===== src/rtl/pipelined_addsub.sv =====
// Pipelined two's-complement adder/subtractor: the carry chain is cut into STAGES
// registered slices of WIDTH/STAGES bits, with valid/ready flow control on both sides.
module pipelined_addsub #(
   parameter int WIDTH  = 32,
   parameter int STAGES = 4
) (
   input  logic             clk,
   input  logic             rst_n,
   input  logic             in_valid,
   output logic             in_ready,
   input  logic [WIDTH-1:0] a,
   input  logic [WIDTH-1:0] b,
   input  logic             cin,
   input  logic             sub,
   output logic             out_valid,
   input  logic             out_ready,
   output logic [WIDTH-1:0] sum,
   output logic             cout,
   output logic             ovf,
   output logic             zero
);

   localparam int CW = WIDTH / STAGES;

   logic [WIDTH-1:0] a_q [STAGES];
   logic [WIDTH-1:0] b_q [STAGES];
   logic [WIDTH-1:0] s_q [STAGES];
   logic             c_q [STAGES];
   logic             v_q [STAGES];

   logic [WIDTH-1:0] a_in [STAGES];
   logic [WIDTH-1:0] b_in [STAGES];
   logic [WIDTH-1:0] s_in [STAGES];
   logic [WIDTH-1:0] s_nx [STAGES];
   logic             c_in [STAGES];
   logic             c_nx [STAGES];
   logic             v_in [STAGES];
   logic [CW:0]      slice [STAGES];

   logic adv;
   logic ovf_q, zero_q;
   logic ovf_nx, zero_nx;

   // One global enable: the whole pipe moves or the whole pipe holds.
   assign adv      = ~v_q[STAGES-1] | out_ready;
   assign in_ready = adv;

   always_comb begin
      a_in[0] = a;
      b_in[0] = sub ? ~b : b;
      c_in[0] = sub | cin;
      s_in[0] = '0;
      v_in[0] = in_valid;
      for (int k = 1; k < STAGES; k++) begin
         a_in[k] = a_q[k-1];
         b_in[k] = b_q[k-1];
         c_in[k] = c_q[k-1];
         s_in[k] = s_q[k-1];
         v_in[k] = v_q[k-1];
      end
      for (int k = 0; k < STAGES; k++) begin
         slice[k] = {1'b0, a_in[k][k*CW +: CW]} + {1'b0, b_in[k][k*CW +: CW]}
                  + {{CW{1'b0}}, c_in[k]};
         s_nx[k]  = s_in[k];
         s_nx[k][k*CW +: CW] = slice[k][CW-1:0];
         c_nx[k]  = slice[k][CW];
      end
      ovf_nx  = (a_in[STAGES-1][WIDTH-1] == b_in[STAGES-1][WIDTH-1])
              & (s_nx[STAGES-1][WIDTH-1] != a_in[STAGES-1][WIDTH-1]);
      zero_nx = ~|s_nx[STAGES-1];
   end

   // Data registers only load behind a valid token, so outputs keep the last result across bubbles.
   always_ff @(posedge clk or negedge rst_n) begin
      if (!rst_n) begin
         for (int k = 0; k < STAGES; k++) begin
            a_q[k] <= '0;
            b_q[k] <= '0;
            s_q[k] <= '0;
            c_q[k] <= 1'b0;
            v_q[k] <= 1'b0;
         end
         ovf_q  <= 1'b0;
         zero_q <= 1'b0;
      end else if (adv) begin
         for (int k = 0; k < STAGES; k++) begin
            v_q[k] <= v_in[k];
            if (v_in[k]) begin
               a_q[k] <= a_in[k];
               b_q[k] <= b_in[k];
               s_q[k] <= s_nx[k];
               c_q[k] <= c_nx[k];
            end
         end
         if (v_in[STAGES-1]) begin
            ovf_q  <= ovf_nx;
            zero_q <= zero_nx;
         end
      end
   end

   assign out_valid = v_q[STAGES-1];
   assign sum       = s_q[STAGES-1];
   assign cout      = c_q[STAGES-1];
   assign ovf       = ovf_q;
   assign zero      = zero_q;

endmodule


===== config.mk =====
export PLATFORM = sky130hd
export DESIGN_NAME = pipelined_addsub
export DESIGN_NICKNAME = d
export VERILOG_FILES = /design/src/rtl/pipelined_addsub.sv
export SDC_FILE = /design/constraint.sdc
export NUM_CORES = 1
export LEC_CHECK = 0
export ABC_AREA = 1
export CAP_MARGIN = 30
export CORE_MARGIN = 1
export CORE_UTILIZATION = 40
export DETAILED_ROUTE_END_ITERATION = 7
export HOLD_SLACK_MARGIN = 0.03
export PLACE_DENSITY_LB_ADDON = 0.15
export SYNTH_ARGS = -nofsm -noshare
export SYNTH_HDL_FRONTEND = slang
export SYNTH_SLANG_ARGS = --single-unit

===== constraint.sdc =====
create_clock -name clk -period 2.2 [get_ports clk]
set_input_delay 0.44 -clock clk [delete_from_list [all_inputs] [get_ports clk]]
set_output_delay 0.44 -clock clk [all_outputs]
set_load 0.02 [all_outputs]

==> flow_metrics.env, run 1 <==
export IMPL_outcome="complete, no violations"
export IMPL_r2r_start="a_in[24]$_DFFE_PN0P_"
export IMPL_drv_slew=0
export IMPL_netlist_area_um2=8750
export IMPL_antenna_found_initial=0
export IMPL_synthAdderAreaFrac=0.0583
export IMPL_core_area_um2=21200
export IMPL_antenna_diode_count=0
export IMPL_worstPathArrival_ns=2.42
export IMPL_r2r_cells=13
export IMPL_synth_area_leaders="dfrtp_1 (53%), nand2_1 (17%), o21ai_0 (5.0%)"
export IMPL_drt_vias_per_instance=4.62
export IMPL_final_util=0.507
export IMPL_clk_path_buf_depth=2
export IMPL_synthFlopType="dfrtp_1"
export IMPL_cts_root_buf="clkbuf_16"
export IMPL_area_growth_pct=23.0
export IMPL_synth_edf_count=0
export IMPL_synth_cells=1002
export IMPL_synth_most_common_cell="nand2_1"
export IMPL_synth_compound_area_share=0.0912
export IMPL_hold_violations=0
export IMPL_cts_hold_buffers_added=1
export IMPL_grt_overflow_total=0
export IMPL_synth_cell_types=34
export IMPL_synth_top_area_cell="dfrtp_1"
export IMPL_peakVddDrop_mv=0.604
export IMPL_p_per_area_nw_per_um2=1330
export IMPL_end_kind="flip-flop"
export IMPL_grt_usage=0.174
export IMPL_synth_mux_area_fraction=0
export IMPL_clk_latency_ns=0.43
export IMPL_synth_area_per_cell_um2=8.73
export IMPL_grt_setup_unrepaired="false"
export IMPL_post_drt_wl_per_cell_um=12.9
export IMPL_min_from="b_in[59]$_DFFE_PN0P_"
export IMPL_synth_seq_cells=186
export IMPL_fin_crit_sh=0.960
export IMPL_yosysWarnings=0
export IMPL_syn_nets=1108
export IMPL_gp_congestion=0.842
export IMPL_synth_async_reset_ratio=1.00
export IMPL_final_nets=1213
export IMPL_io_pins=107
export IMPL_synth_xor_xnor_area_share=0.0390
export IMPL_cap_viol_max_count=0
export IMPL_relSlewSlack=0.706
export IMPL_synth_top_family_by_area="simple AND/OR/NAND/NOR gates"
export IMPL_yosys_area_share_simple=0.219
export IMPL_cts_inserted_buffers=17
export IMPL_total_power_mw=14.3
export IMPL_hold_depth=2
export IMPL_cts_tree="yes"
export IMPL_post_cts_resized=0
export IMPL_drt_iter0_drc=314
export IMPL_synth_top_cells_by_count="nand2_1 (388), dfrtp_1 (186), o21ai_0 (87), inv_1 (72), nor2_1 (29)"
export IMPL_start_util=0.412
export IMPL_first_pass_iters=4
export IMPL_io_buffers=106
export IMPL_synth_top_area_frac=0.532
export IMPL_cp_max_fo=3
export IMPL_setup_viol=0
export IMPL_routed_wl_mm=18.0
export IMPL_hold_end="b_in[59]$_DFFE_PN0P_"
export IMPL_cts_htree_levels=4
export IMPL_startpoint="cin"
export IMPL_r2r_slack_ns=0.21
export IMPL_path_class="input port to flip-flop"
export IMPL_fp_dieW_um=150
export IMPL_clock_sinks=186
export IMPL_die_height_um=150
export IMPL_holdCritPathClass="flip-flop to flip-flop"
export IMPL_p_leak_nw=5.30
export IMPL_hpwl_mm=13.1
export IMPL_fp_row_count=53
export IMPL_grt_max_degree=71
export IMPL_tightest_slew_ns=0.440
export IMPL_worstReg2RegEnd="zero$_DFFE_PN0P_"
export IMPL_drc=0
export IMPL_antenna_left=0
export IMPL_start_kind="input port"
export IMPL_route_vias_total=6439
export IMPL_ys_seq_area_frac=0.532
export IMPL_die_area_um2=22500
export IMPL_finalCriticalPeriod_ns=2.11
export IMPL_skew_ns=0.00922
export IMPL_fmax_mhz=474
export IMPL_layout_drive_gt1_share=0.0705
export IMPL_grt_pass1_vias=6099
export IMPL_cp_required_ns=2.51
export IMPL_cts_setup_buffers=0
export IMPL_grt_pass1_wl_mm=30.9
export IMPL_path_clk_slew_ns=0.07
-- worst max path at each step --
stage	endpoint	slack (ns)
floorplan	c_in[2]$_DFFE_PN0P_	-0.11
global placement	c_in[2]$_DFFE_PN0P_	-0.34
detailed placement	s_in[68]$_DFFE_PN0P_	-0.37
CTS	in_ready	0.09
global route	zero$_DFFE_PN0P_	0.02
finish	s_in[68]$_DFFE_PN0P_	0.09
-- state kept, by name (all words and copies together), names as in the netlist --
name       cells
a_in          48
b_in          48
s_in          48
sum           32
c_in           3
v_in           3
cout           1
out_valid      1
ovf            1
zero           1
-- layer usage --
metal  track usage  part of all wire  up-vias  routed length, um
met1         0.268              0.54     2920               9770
met5             0                 0        -                  0
met2         0.247              0.42      103               7480
li1              -                 -     3399                  -
met4        0.0530             0.011        0                192
met3        0.0308             0.029       17                529
-- area by class of cell --
type / count / area, um2
sequential: 186 / 4650
tap: 275 / 344
multi-input combinational: 698 / 3580
clock buffer: 18 / 439
clock inverter: 14 / 141
inverter: 78 / 293
timing repair buffer: 126 / 1310
fill: 2076 / 10500
-- placed cells by master (no fill, tap or decap), types with 14 or more instances in the layout --
cell type,instances
nand3_1,21
inv_1,72
xnor2_1,28
ha_1,28
clkbuf_16,17
clkdlybuf4s50_1,104
nor2_1,29
a21oi_1,14
nand4_1,14
o21ai_0,85
dfrtp_1,186
o21ai_1,26
nand2_1,388
-- kinds of logic after synthesis --
family | after synthesis
buffers and inverters | 118
adders and majority gates | 36
xor gates and xnor gates | 39
DFF | 186
AOI/OAI and AO/OA | 150
and+or+nand+nor | 473
-- worst max-delay path, cell delays in order --
cell             delay [ns]
clkdlybuf4s50_1        0.40
or2_4                  0.25
fa_2                   0.42
fa_2                   0.44
a21oi_2                0.16
o21ai_2                0.08
xnor2_1                0.16
o21ai_1                0.07
-- stage by stage --
step                      hold WS (ns)  instance area (um2)  cells  TNS [ns]  setup slack (ns)
final                            0.473                10800   1395         0            0.0882
after global routing             0.500                10800   1395         0            0.0184
after CTS                        0.474                10800   1395         0            0.0928
after detailed placement         0.405                10200   1362     -1.36            -0.366
after global placement           0.403                10200   1362     -1.19            -0.338
after floorplan                  0.144                 8780   1002    -0.212            -0.110
-- power by group --
group	switching, mW	internal (mW)
clock network	1.36	1.62
logic	3.43	2.37
registers	0.728	4.78
total	5.52	8.76
Power figures use the tool's default switching activity.
==> run 2: changes to the inputs <==
Settings changed: ABC_AREA 1 to unset.
==> flow_metrics.env, run 2 <==
export IMPL_synth_most_common_cell="dfrtp_1"
export IMPL_clk_path_buf_depth=2
export IMPL_core_area_um2=20400
export IMPL_antenna_diode_count=0
export IMPL_setup_viol=1
export IMPL_cap_viol_max_count=0
export IMPL_drt_vias_per_instance=4.88
export IMPL_worstPathArrival_ns=2.57
export IMPL_ys_seq_area_frac=0.553
export IMPL_synthFlopType="dfrtp_1"
export IMPL_grt_setup_unrepaired="true"
export IMPL_cts_htree_levels=4
export IMPL_fmax_mhz=446
export IMPL_slowest_delay_ns=0.55
export IMPL_r2r_start="a_in[24]$_DFFE_PN0P_"
export IMPL_grt_overflow_total=0
export IMPL_worstReg2RegEnd="zero$_DFFE_PN0P_"
export IMPL_path_clk_slew_ns=0.06
export IMPL_grt_max_degree=60
export IMPL_gp_congestion=0.764
export IMPL_hold_depth=2
export IMPL_drc=0
export IMPL_io_pins=107
export IMPL_relSlewSlack=0.613
export IMPL_holdCritPathClass="flip-flop to flip-flop"
export IMPL_die_height_um=147
export IMPL_antenna_left=0
export IMPL_placedInstanceArea_um2=10100
export IMPL_final_cell_mix="dfrtp_1 (186), mux2_2 (127), clkdlybuf4s50_1 (101), nand2_1 (62), o21ai_0 (45)"
export IMPL_synth_async_reset_ratio=1.00
export IMPL_clock_sinks=186
export IMPL_nFillCells=1796
export IMPL_layout_commonest_cell="dfrtp_1"
export IMPL_antenna_found_initial=0
export IMPL_tightest_slew_ns=0.580
export IMPL_cts_root_buf="clkbuf_16"
export IMPL_hold_violations=0
export IMPL_final_nets=917
export IMPL_fp_row_count=52
export IMPL_die_area_um2=21600
export IMPL_outcome="finished with violations"
export IMPL_start_kind="flip-flop"
export IMPL_drv_slew=0
export IMPL_yosysWarnings=0
export IMPL_routed_wl_mm=17.0
export IMPL_p_per_area_nw_per_um2=1480
export IMPL_layout_drive_gt1_share=0.282
export IMPL_synth_edf_count=0
export IMPL_hold_end="b_in[91]$_DFFE_PN0P_"
export IMPL_clk_latency_ns=0.42
export IMPL_end_kind="flip-flop"
export IMPL_synth_top_cells_by_count="dfrtp_1 (186), mux2_2 (127), nand2_1 (65), o21ai_0 (47), xnor2_1 (34)"
export IMPL_grt_usage=0.168
export IMPL_cp_required_ns=2.52
export IMPL_min_from="b_in[91]$_DFFE_PN0P_"
export IMPL_finalCriticalPeriod_ns=2.24
export IMPL_drt_iter0_drc=183
export IMPL_r2r_slack_ns=-0.04
export IMPL_cts_inserted_buffers=17
export IMPL_fin_crit_sh=1.02
export IMPL_p_leak_nw=4.75
export IMPL_route_vias_total=5335
export IMPL_first_pass_iters=4
export IMPL_post_drt_wl_per_cell_um=15.6
export IMPL_fp_dieW_um=147
export IMPL_cp_cell_sequence="fa_2 -> inv_2 -> fa_2 -> nor4b_4 -> nand4_1 -> nor4_1 -> buf_4 -> nand4_1 -> o31ai_1"
export IMPL_area_growth_pct=28.7
export IMPL_violations="setup timing"
export IMPL_hpwl_mm=12.9
export IMPL_skew_ns=0.00965
export IMPL_setup_ws_ns=-0.0430
export IMPL_synth_cell_types=41
export IMPL_syn_nets=777
export IMPL_synth_cells=671
export IMPL_synth_seq_cells=186
export IMPL_synth_top_area_frac=0.553
export IMPL_io_buffers=106
export IMPL_cp_slowest_cell="fa_2"
export IMPL_r2r_cells=9
export IMPL_netlist_area_um2=8420
export IMPL_start_util=0.412
export IMPL_cts_tree="yes"
export IMPL_synth_area_per_cell_um2=12.6
export IMPL_tns_ns=-0.0430
export IMPL_grt_pass1_wl_mm=28.3
export IMPL_grt_pass1_vias=5525
export IMPL_cp_max_fo=2
export IMPL_synth_top_area_cell="dfrtp_1"
export IMPL_design_area_um2=10800
export IMPL_path_class="flip-flop to flip-flop"
export IMPL_peakVddDrop_mv=0.587
export IMPL_synth_area_leaders="dfrtp_1 (55%), mux2_2 (17%), ha_1 (4.2%)"
run 2: cell count changes after synthesis, moves of 9 or more:
cell,previous run,this run
inv_1,72,19
mux2_2,0,127
nand2_1,388,65
nand3_1,21,3
nand4_1,14,3
nor2_1,29,16
nor3_1,0,9
o21ai_0,87,47
o21ai_1,25,4
run 2: layer usage:
metal  wire length (um)  vias up  track usage
li1                   -     2617            -
met1               8660     2592        0.242
met2               7490      101        0.249
met3                472       25       0.0264
met4                391        0       0.0737
met5                  0        -            0
run 2: worst max-delay path, delay by kind of cell, from the launching register on:
kind	cells	cell delay, ns
AND/OR/NAND/NOR	4	0.58
adder cells (fa/ha/maj)	2	0.78
buffers and inverters	2	0.20
flip-flops	1	0.38
AO/OA/AOI/OAI	1	0.20
run 2: worst max path at each step:
| stage | start | to | slack [ns] | cells past startpoint |
|---|---|---|---|---|
| after CTS | a_in[24]$_DFFE_PN0P_ | zero$_DFFE_PN0P_ | -0.06 | 9 |
| after floorplan | sub | c_in[2]$_DFFE_PN0P_ | -0.40 | 11 |
| after detailed placement | cin | c_in[2]$_DFFE_PN0P_ | -0.60 | 10 |
| after global placement | cin | c_in[2]$_DFFE_PN0P_ | -0.57 | 10 |
| final | a_in[24]$_DFFE_PN0P_ | zero$_DFFE_PN0P_ | -0.04 | 9 |
| after global routing | a_in[24]$_DFFE_PN0P_ | zero$_DFFE_PN0P_ | -0.17 | 9 |
run 2: cell families (layout without fill, tap and decap cells):
group / count (synthesis) / count (layout) / share of synthesized area
fa+ha+maj: 36 / 36 / 0.0606
simple gates: 119 / 119 / 0.0640
mux: 127 / 127 / 0.170
buf+inv: 48 / 200 / 0.0256
compound gates: 104 / 104 / 0.0743
flops: 186 / 186 / 0.553
xor+xnor: 51 / 51 / 0.0530
run 2: what timing repair did:
| action | 4_1_cts | 5_1_grt |
|---|---|---|
| hold buffers | 1 | 0 |
| buffers inserted | 1 | 2 |
| endpoints found under the setup margin | 7 | 8 |
| gates resized for setup | 19 | 9 |
| hold endpoints to repair | 33 | 0 |
| gates cloned | 0 | 0 |
| pin swaps | 12 | 15 |
run 2: final cells by class:
| type | instances | area [um2] | area share |
|---|---|---|---|
| well taps | 270 | 338 | 0.0312 |
| clock buffers | 21 | 470 | 0.0434 |
| repair buffers | 149 | 1520 | 0.140 |
| clock inverters | 10 | 119 | 0.0110 |
| inverters | 20 | 77.6 | 0.00716 |
| multi-input cells | 437 | 3660 | 0.338 |
| flip-flops and latches | 186 | 4650 | 0.430 |
run 2: power by group:
part           total [mW]  internal, mW  switching [mW]
sequential           5.98          4.96            1.02
combinational        7.10          3.82            3.28
clock                3.01          1.76            1.25
total                16.1          10.5            5.55
run 2: per-stage QoR:
stage	hold slack [ns]	setup WS (ns)	total power, mW	cells	utilization
6_report	0.479	-0.0430	16.1	1093	0.530
5_1_grt	0.508	-0.170	17.2	1093	0.530
4_1_cts	0.486	-0.0563	16.1	1091	0.528
3_5_place_dp	0.463	-0.595	12.8	1058	0.496
3_3_place_gp	0.459	-0.574	12.6	1058	0.496
2_1_floorplan	0.144	-0.396	10.3	671	-
==> run 3: changes to the inputs <==
Settings changed: CELL_PAD_IN_SITES_DETAIL_PLACEMENT set to 0, CELL_PAD_IN_SITES_GLOBAL_PLACEMENT set to 1.
==> flow_metrics.env, run 3 (same netlist as run 2, synthesis figures left out) <==
export IMPL_r2r_cells=9
export IMPL_grt_usage=0.167
export IMPL_path_clk_slew_ns=0.07
export IMPL_clk_latency_ns=0.43
export IMPL_p_per_area_nw_per_um2=1490
export IMPL_setup_ws_ns=-0.0323
export IMPL_grt_max_degree=54
export IMPL_clock_sinks=186
export IMPL_grt_pass1_wl_mm=27.7
export IMPL_hold_depth=2
export IMPL_use_met1=0.246
export IMPL_cts_root_buf="clkbuf_16"
export IMPL_grt_overflow_total=0
export IMPL_skew_ns=0.00763
export IMPL_hold_violations=0
export IMPL_cap_viol_max_count=0
export IMPL_design_area_um2=10900
export IMPL_final_cell_mix="dfrtp_1 (186), mux2_2 (127), clkdlybuf4s50_1 (100), nand2_1 (62), o21ai_0 (43)"
export IMPL_drc=0
export IMPL_gp_congestion=0.789
export IMPL_placedInstanceArea_um2=10100
export IMPL_die_area_um2=21600
export IMPL_drt_iter0_drc=146
export IMPL_end_kind="flip-flop"
export IMPL_drv_slew=0
export IMPL_antenna_diode_count=0
export IMPL_total_power_mw=16.2
export IMPL_cts_htree_levels=4
export IMPL_grt_setup_unrepaired="true"
export IMPL_p_leak_nw=4.78
export IMPL_area_growth_pct=29.2
export IMPL_cts_inserted_buffers=17
export IMPL_relSlewSlack=0.741
export IMPL_cp_required_ns=2.54
export IMPL_cp_max_fo=2
export IMPL_outcome="finished with violations"
export IMPL_tns_ns=-0.0323
export IMPL_layout_drive_gt1_share=0.289
export IMPL_fp_dieW_um=147
export IMPL_fin_crit_sh=1.01
export IMPL_grt_pass1_vias=5368
export IMPL_worstPathArrival_ns=2.57
export IMPL_finalCriticalPeriod_ns=2.23
export IMPL_antenna_left=0
export IMPL_io_pins=107
export IMPL_hold_ws_ns=0.477
export IMPL_io_buffers=106
export IMPL_busiest_layer="met1"
export IMPL_holdCritPathClass="flip-flop to flip-flop"
export IMPL_fp_row_count=52
export IMPL_route_vias_total=5288
export IMPL_fmax_mhz=448
export IMPL_tightest_slew_ns=0.384
export IMPL_final_nets=916
export IMPL_setup_viol=1
export IMPL_hpwl_mm=12.7
export IMPL_start_kind="flip-flop"
export IMPL_routed_wl_mm=16.7
export IMPL_layout_cells_non_filler=1093
export IMPL_core_area_um2=20400
export IMPL_drt_vias_per_instance=4.84
export IMPL_path_class="flip-flop to flip-flop"
export IMPL_violations="setup timing"
export IMPL_layout_commonest_cell="dfrtp_1"
export IMPL_peakVddDrop_mv=0.573
export IMPL_cts_tree="yes"
export IMPL_final_util=0.533
export IMPL_gr_usage_met3=0.0332
export IMPL_place_inst=1055
export IMPL_detailedPlace_worstSlack_ns=-0.626
export IMPL_first_pass_iters=4
export IMPL_post_drt_wl_per_cell_um=15.3
export IMPL_die_height_um=147
export IMPL_clk_path_buf_depth=2
export IMPL_grt_met2_usage=0.241
export IMPL_antenna_found_initial=0
export IMPL_start_util=0.412
[run 3: area by class of cell]
cell class	instances	area, um2
fillers	1791	9550
flip-flops and latches	186	4650
multi-input cells	437	3690
repair buffers	148	1490
clock buffers	18	439
well taps	270	338
clock inverters	14	193
inverters	20	77.6
[run 3: timing repair]
action	CTS	global route
pin swaps	15	15
setup buffers	2	3
gates resized for setup	20	18
endpoints found under the hold margin	35	0
hold buffers	1	0
setup endpoints to repair	6	10
[run 3: power by group]
| part | switching [mW] | leakage (nW) | internal [mW] |
|---|---|---|---|
| logic | 3.24 | 2.23 | 3.80 |
| registers | 1.01 | 2.25 | 4.95 |
| clock network | 1.29 | 0.303 | 1.94 |
[run 3: metal layers]
layer  up-vias  wire length [um]
li1       2607                 -
met1      2570              8420
met2        95              7380
met3        16               602
met4         0               314
met5         -                 0
[run 3: final timing paths]
| kind | start | to | slack [ns] |
|---|---|---|---|
| min in group asynchronous | rst_n | sum[30]$_DFFE_PN0P_ | 0.49 |
| setup reg to reg | b_in[24]$_DFFE_PN0P_ | zero$_DFFE_PN0P_ | -0.03 |
| setup / recovery | b_in[24]$_DFFE_PN0P_ | zero$_DFFE_PN0P_ | -0.03 |
| hold reg to reg | sum[31]$_DFFE_PN0P_ | sum[31]$_DFFE_PN0P_ | 0.48 |
| hold / removal | sum[31]$_DFFE_PN0P_ | sum[31]$_DFFE_PN0P_ | 0.48 |
| max in group asynchronous | rst_n | s_in[65]$_DFFE_PN0P_ | 1.06 |
[run 3: worst max-delay path: stages, from the launching register on]
cell,delay (ns)
dfrtp_1,0.38
fa_2,0.23
inv_2,0.04
fa_2,0.54
nor4b_4,0.20
nand4_1,0.13
nor4_2,0.18
buf_4,0.15
nand4_1,0.10
o31ai_2,0.19
